$ cat src/rtl/im_sync.sv
// Loadable instruction memory: valid/ready program load port, 1-cycle registered fetch.
// Optional per-word even parity check when IM_PARITY_EN is defined.
module im_sync #(
  parameter int               ADDR_W    = 8,
  parameter int               DATA_W    = 16,
  parameter int               DEPTH     = 256,
  parameter logic [DATA_W-1:0] HALT_WORD = 16'h0800
) (
  input  logic              clock,
  input  logic              reset,
  input  logic              load_en,
  input  logic              load_valid,
  input  logic [DATA_W-1:0] load_data,
  output logic              load_ready,
  output logic              load_done,
  input  logic              fetch_req,
  input  logic [ADDR_W-1:0] fetch_addr,
  output logic              fetch_valid,
  output logic [DATA_W-1:0] iout,
  output logic              busy,
  output logic              parity_err
);

  localparam logic [1:0] S_IDLE = 2'd0;
  localparam logic [1:0] S_LOAD = 2'd1;
  localparam logic [1:0] S_RUN  = 2'd2;

  localparam logic [ADDR_W:0] DEPTH_W = DEPTH[ADDR_W:0];

`ifdef IM_PARITY_EN
  localparam int MW = DATA_W + 1;
`else
  localparam int MW = DATA_W;
`endif

  logic [1:0]        state_q, state_d;
  logic [ADDR_W:0]   wr_ptr_q, wr_ptr_d;
  logic [ADDR_W:0]   prog_len_q, prog_len_d;
  logic              done_q, done_d;
  logic              fv_q;
  logic [DATA_W-1:0] iout_q, iout_d;
  logic              perr_q, perr_d;
  logic              we;
  logic [MW-1:0]     wr_word;
  logic [MW-1:0]     rd_raw;
  logic              hit;

  logic [MW-1:0] mem_q [DEPTH];

  always_comb begin
    state_d    = state_q;
    wr_ptr_d   = wr_ptr_q;
    prog_len_d = prog_len_q;
    done_d     = 1'b0;
    we         = 1'b0;
    case (state_q)
      S_IDLE: begin
        if (load_en) begin
          state_d    = S_LOAD;
          wr_ptr_d   = '0;
          prog_len_d = '0;
        end
      end
      S_LOAD: begin
        if (load_valid) begin
          we       = 1'b1;
          wr_ptr_d = wr_ptr_q + 1'b1;
        end
        // A full memory ends the load even while load_en stays high
        if (we && wr_ptr_d == DEPTH_W) begin
          state_d    = S_RUN;
          prog_len_d = DEPTH_W;
          done_d     = 1'b1;
        end else if (!load_en) begin
          state_d    = S_RUN;
          prog_len_d = wr_ptr_d;
          done_d     = 1'b1;
        end
      end
      S_RUN: begin
        if (load_en) begin
          state_d    = S_LOAD;
          wr_ptr_d   = '0;
          prog_len_d = '0;
        end
      end
      default: state_d = S_IDLE;
    endcase
  end

`ifdef IM_PARITY_EN
  assign wr_word = {^load_data, load_data};
`else
  assign wr_word = load_data;
`endif

  always_ff @(posedge clock) begin
    if (we) begin
      mem_q[wr_ptr_q[ADDR_W-1:0]] <= wr_word;
    end
  end

  // Fetch decision sees state and program length from before this edge
  always_comb begin
    rd_raw = mem_q[fetch_addr];
    hit    = (state_q == S_RUN) && ({1'b0, fetch_addr} < prog_len_q);
`ifdef IM_PARITY_EN
    perr_d = hit && ((^rd_raw[DATA_W-1:0]) != rd_raw[DATA_W]);
    iout_d = (hit && !perr_d) ? rd_raw[DATA_W-1:0] : HALT_WORD;
`else
    perr_d = 1'b0;
    iout_d = hit ? rd_raw : HALT_WORD;
`endif
  end

  always_ff @(posedge clock) begin
    if (reset) begin
      state_q    <= S_IDLE;
      wr_ptr_q   <= '0;
      prog_len_q <= '0;
      done_q     <= 1'b0;
      fv_q       <= 1'b0;
      iout_q     <= HALT_WORD;
      perr_q     <= 1'b0;
    end else begin
      state_q    <= state_d;
      wr_ptr_q   <= wr_ptr_d;
      prog_len_q <= prog_len_d;
      done_q     <= done_d;
      fv_q       <= fetch_req;
      perr_q     <= fetch_req & perr_d;
      if (fetch_req) begin
        iout_q <= iout_d;
      end
    end
  end

  assign load_ready  = (state_q == S_LOAD);
  assign load_done   = done_q;
  assign busy        = (state_q != S_RUN);
  assign fetch_valid = fv_q;
  assign iout        = iout_q;
`ifdef IM_PARITY_EN
  assign parity_err  = perr_q;
`else
  assign parity_err  = 1'b0;
`endif

endmodule

$ cat config.mk
export PLATFORM = sky130hd
export DESIGN_NAME = im_sync
export DESIGN_NICKNAME = d
export VERILOG_FILES = /design/src/rtl/im_sync.sv
export SDC_FILE = /design/constraint.sdc
export NUM_CORES = 2
export LEC_CHECK = 0
export ABC_CLOCK_PERIOD_IN_PS = 3050
export CAP_MARGIN = 10
export CORE_ASPECT_RATIO = 0.7
export CORE_MARGIN = 1.5
export CORE_UTILIZATION = 45
export DETAILED_ROUTE_END_ITERATION = 8
export PLACE_DENSITY = 0.66
export SYNTH_ARGS = -nofsm -noshare
export SYNTH_HDL_FRONTEND = slang
export SYNTH_SLANG_ARGS = --single-unit
$ cat constraint.sdc
create_clock -name clock -period 3.05 [get_ports clock]
set_clock_uncertainty 0.15 [all_clocks]
set_input_delay 0.305 -clock clock [delete_from_list [all_inputs] [get_ports clock]]
set_output_delay 0.305 -clock clock [all_outputs]
set_load 0.1 [all_outputs]
==> impl_metrics.csv <==
group,metric,value,unit
status,status,"finished, violations left",
status,violations,"negative setup slack",
synthesis,synth.distinct_cells,82,
final_layout,drive_above_1_share,29.75,%
detailed_routing,wl_per_cell,35.66,um
detailed_routing,antenna_left,0,
power,switching_share,22.07,%
placed_design,io_buffers,48,
critical_path,arrival,3760,ps
run,max_cap_viol_count,0,
floorplanning,row_count,183,
detailed_routing,drcViolationCount,0,
grt,grt_pass1_wl,709700,um
clock_tree,cts_buffers,381,
clock_tree,clockBufferDepth,4,
grt,grt_use_total,27.87,%
synthesis,synth_area_leaders,"edfxtp_1, mux4_2, mux2i_1",
clock_tree,cts_tree,"done",
min_path,hold_class,"in2reg",
clock_tree,clock_latency,970,ps
power,combPwrFrac,6.4,%
synthesis,yosysTopAreaCellShare,76.02,%
floorplanning,io_pins,50,
synthesis,synth-async-reset-ratio,0,%
grt,grt_max_degree,132,
detailed_routing,vias_per_cell,6.369,
synthesis,yosys_warnings,0,
synthesis,syn_nets,8026,
power,internal-power,91.64,mW
timing,period_minus_slack,3074,ps
detailed_routing,drt-initial-drc-count,15690,
floorplanning,dieArea,363200,um2
critical_path,cp_max_fo,1,
timing,hold_viol,0,
synthesis,synth_largest_area_cell,"edfxtp_1",
clock_tree,clk_pin_slew,60,ps
power,p_leak,64.37,nW
final_layout,seqCellArea,123800,um2
clock_tree,cts_max_level,5,
synthesis,syn_inst,7986,
placed_design,dpl.hpwl,341400,um
power,power_frac_seq,53.1,%
power,powerDensity,605.8,nW/um2
timing,slew_headroom,18.80,%
timing,layout_setup_ws,-24.44,ps
synthesis,avgSynthCellArea,20.26,um2
timing,finalMaxSlewViolations,0,
critical_path,end_kind,"register",
detailed_routing,drt-total-wl,515500,um
synthesis,syn_area,161800,um2
grt,grt_pass1_vias,88110,
placed_design,place_congestion,0.9655,
grt,grt-ovfl-total,0,
final_layout,multi_input_area,34860,um2
synthesis,synthFlopType,"edfxtp_1",
power,netSwitchingPower,25.95,mW
clock_tree,cts-root-buf,"clkbuf_16",
floorplanning,die_y,504.7,um
timing,setup-violations-final,1,
critical_path,required,3740,ps
timing,rsz0062_at_grt,"false",
critical_path,critical_path_class,"reg2reg",
clock_tree,postCtsSetupRepairBufs,0,
floorplanning,core-area,356500,um2
clock_tree,clkSinkCount,4134,
timing,post-route-period-util,100.8,%
critical_path,startpoint_type,"register",
grt,grt_antenna_before_repair,42,
synthesis,synth-seq-area-share,76.49,%
synthesis,ys_ff_latch,4134,
final_layout,final.fill_count,26650,
power,p_total,117.6,mW
timing,max_freq,325.3,MHz
final_layout,syn2layout_area_growth,19.97,%
final_layout,finalNetCount,9461,
detailed_routing,num_vias,92090,
detailed_routing,first_pass_iters,6,
floorplanning,initial_core_util,45.39,%
synthesis,synth_edf_count,4096,
power,clockPowerShare,40.5,%
power,peakVddDrop,0.5178,mV
timing,worst_pin_slew,1214,ps
floorplanning,die_w,719.7,um
final_layout,final_cell_area,194100,um2
placed_design,dpl_cell_area,181600,um2
-- synthesized netlist by cell type (73+ instances only) --
cell      instances
edfxtp_1       4096
mux2i_1         787
mux4_2          605
nor2_1          395
a221oi_1        220
clkbuf_1        172
o21ai_0         158
buf_2           141
nand2_1         127
a22oi_1         125
nor3_1          115
a21oi_1         114
a221o_1          73
nand3_1          73
-- layout make-up --
class                      count  share of cell area, %
timing repair buffer        1550                  8.877
tap                         4717                  3.041
antenna                       14                0.01805
inverter                      21                0.04706
sequential                  4134                  63.76
clock buffer                 475                  5.159
multi-input combinational   3333                  17.96
clock inverter               215                  1.143
-- stage by stage --
stage | worst slack (ps) | utilization, % | hold WS [ps] | cells | TNS (ps)
finish | -24.44 | 54.45 | 55.38 | 14460 | -24.44
global route | 10.57 | 54.44 | 66.17 | 14450 | 0
CTS | 0.5360 | 54.43 | 17.68 | 14450 | 0
detailed placement | -1057 | 50.95 | 304.8 | 13740 | -10120
global placement | -1408 | 50.95 | 301.2 | 13740 | -12560
floorplan | 45.77 | - | 253.9 | 7986 | 0
-- cells by family after synthesis --
kind of cell | after synthesis | synth area share [%]
DFF | 4134 | 76.49
muxes | 1464 | 14.14
AOI/OAI and AO/OA | 984 | 4.551
and+or+nand+nor | 864 | 2.424
buffers and inverters | 519 | 2.257
adders and majority gates | 11 | 0.08506
xor gates and xnor gates | 9 | 0.04872
other | 1 | 0.002318
-- layer usage --
layer	wire length, um	share of wire, %	up-vias	global-route usage [%]
met3	77130	15	890	9.019
met1	201300	39	48330	41.04
met2	217700	42	6560	39.37
met4	19300	3.7	20	8.960
li1	-	-	36290	-
met5	118	0.023	-	0
-- critical path: stages, from the launching register on --
cell and delay (ps):
edfxtp_1 360, mux4_1 540, mux4_2 480, nor2_2 600, a31oi_1 300, nand3_1 190
nor3_1 80, a32o_1 240
-- flip-flops by register name (all words and copies together), names as in the netlist --
signal,count
fetch_valid,1
iout,16
load_done,1
mem_q,4096
prog_len_q,9
state_q,2
wr_ptr_q,9
-- placed cells by master, fill, tap and decap left out, types with 34 or more instances in the layout --
| cell | count |
|---|---|
| a211oi_1 | 59 |
| a21oi_1 | 112 |
| a221o_1 | 73 |
| a221oi_1 | 219 |
| a22oi_1 | 125 |
| buf_12 | 432 |
| buf_4 | 1073 |
| bufinv_16 | 35 |
| clkbuf_1 | 88 |
| clkbuf_16 | 387 |
| clkinv_1 | 76 |
| clkinv_2 | 60 |
| dfxtp_1 | 38 |
| edfxtp_1 | 4096 |
| mux2_2 | 34 |
| mux2i_1 | 787 |
| mux4_1 | 38 |
| mux4_2 | 605 |
| nand2_1 | 114 |
| nand3_1 | 70 |
| nor2_1 | 275 |
| nor2_2 | 117 |
| nor3_1 | 112 |
| o21ai_0 | 157 |
| o22ai_1 | 39 |
-- final timing paths --
check / start / endpoint / slack (ps) / cells past startpoint
hold reg to reg: prog_len_q[0] / prog_len_q[0] / 330 / 1
hold / removal: load_data[7] / mem_q[246][7] / 60 / 1
setup / recovery: mem_q[210][4] / iout[4] / -20 / 7
setup reg to reg: mem_q[210][4] / iout[4] / -20 / 7
-- power groups by stage --
stage	Combinational (mW)	Clock, mW	Sequential, mW
floorplan	3.09	0	63.7
global placement	7.20	0	63.6
detailed placement	7.31	0	63.6
CTS	7.36	48.0	62.4
global route	7.72	50.1	62.4
finish	7.55	47.6	62.4
-- timing repair --
action                                 in CTS  in global routing
gates cloned                                0                  0
setup endpoints to repair                   3                  9
hold buffers                               15                  0
gates resized for setup                     5                  5
endpoints found under the hold margin     960                  0
No activity file was read; power rests on OpenSTA's default activity.
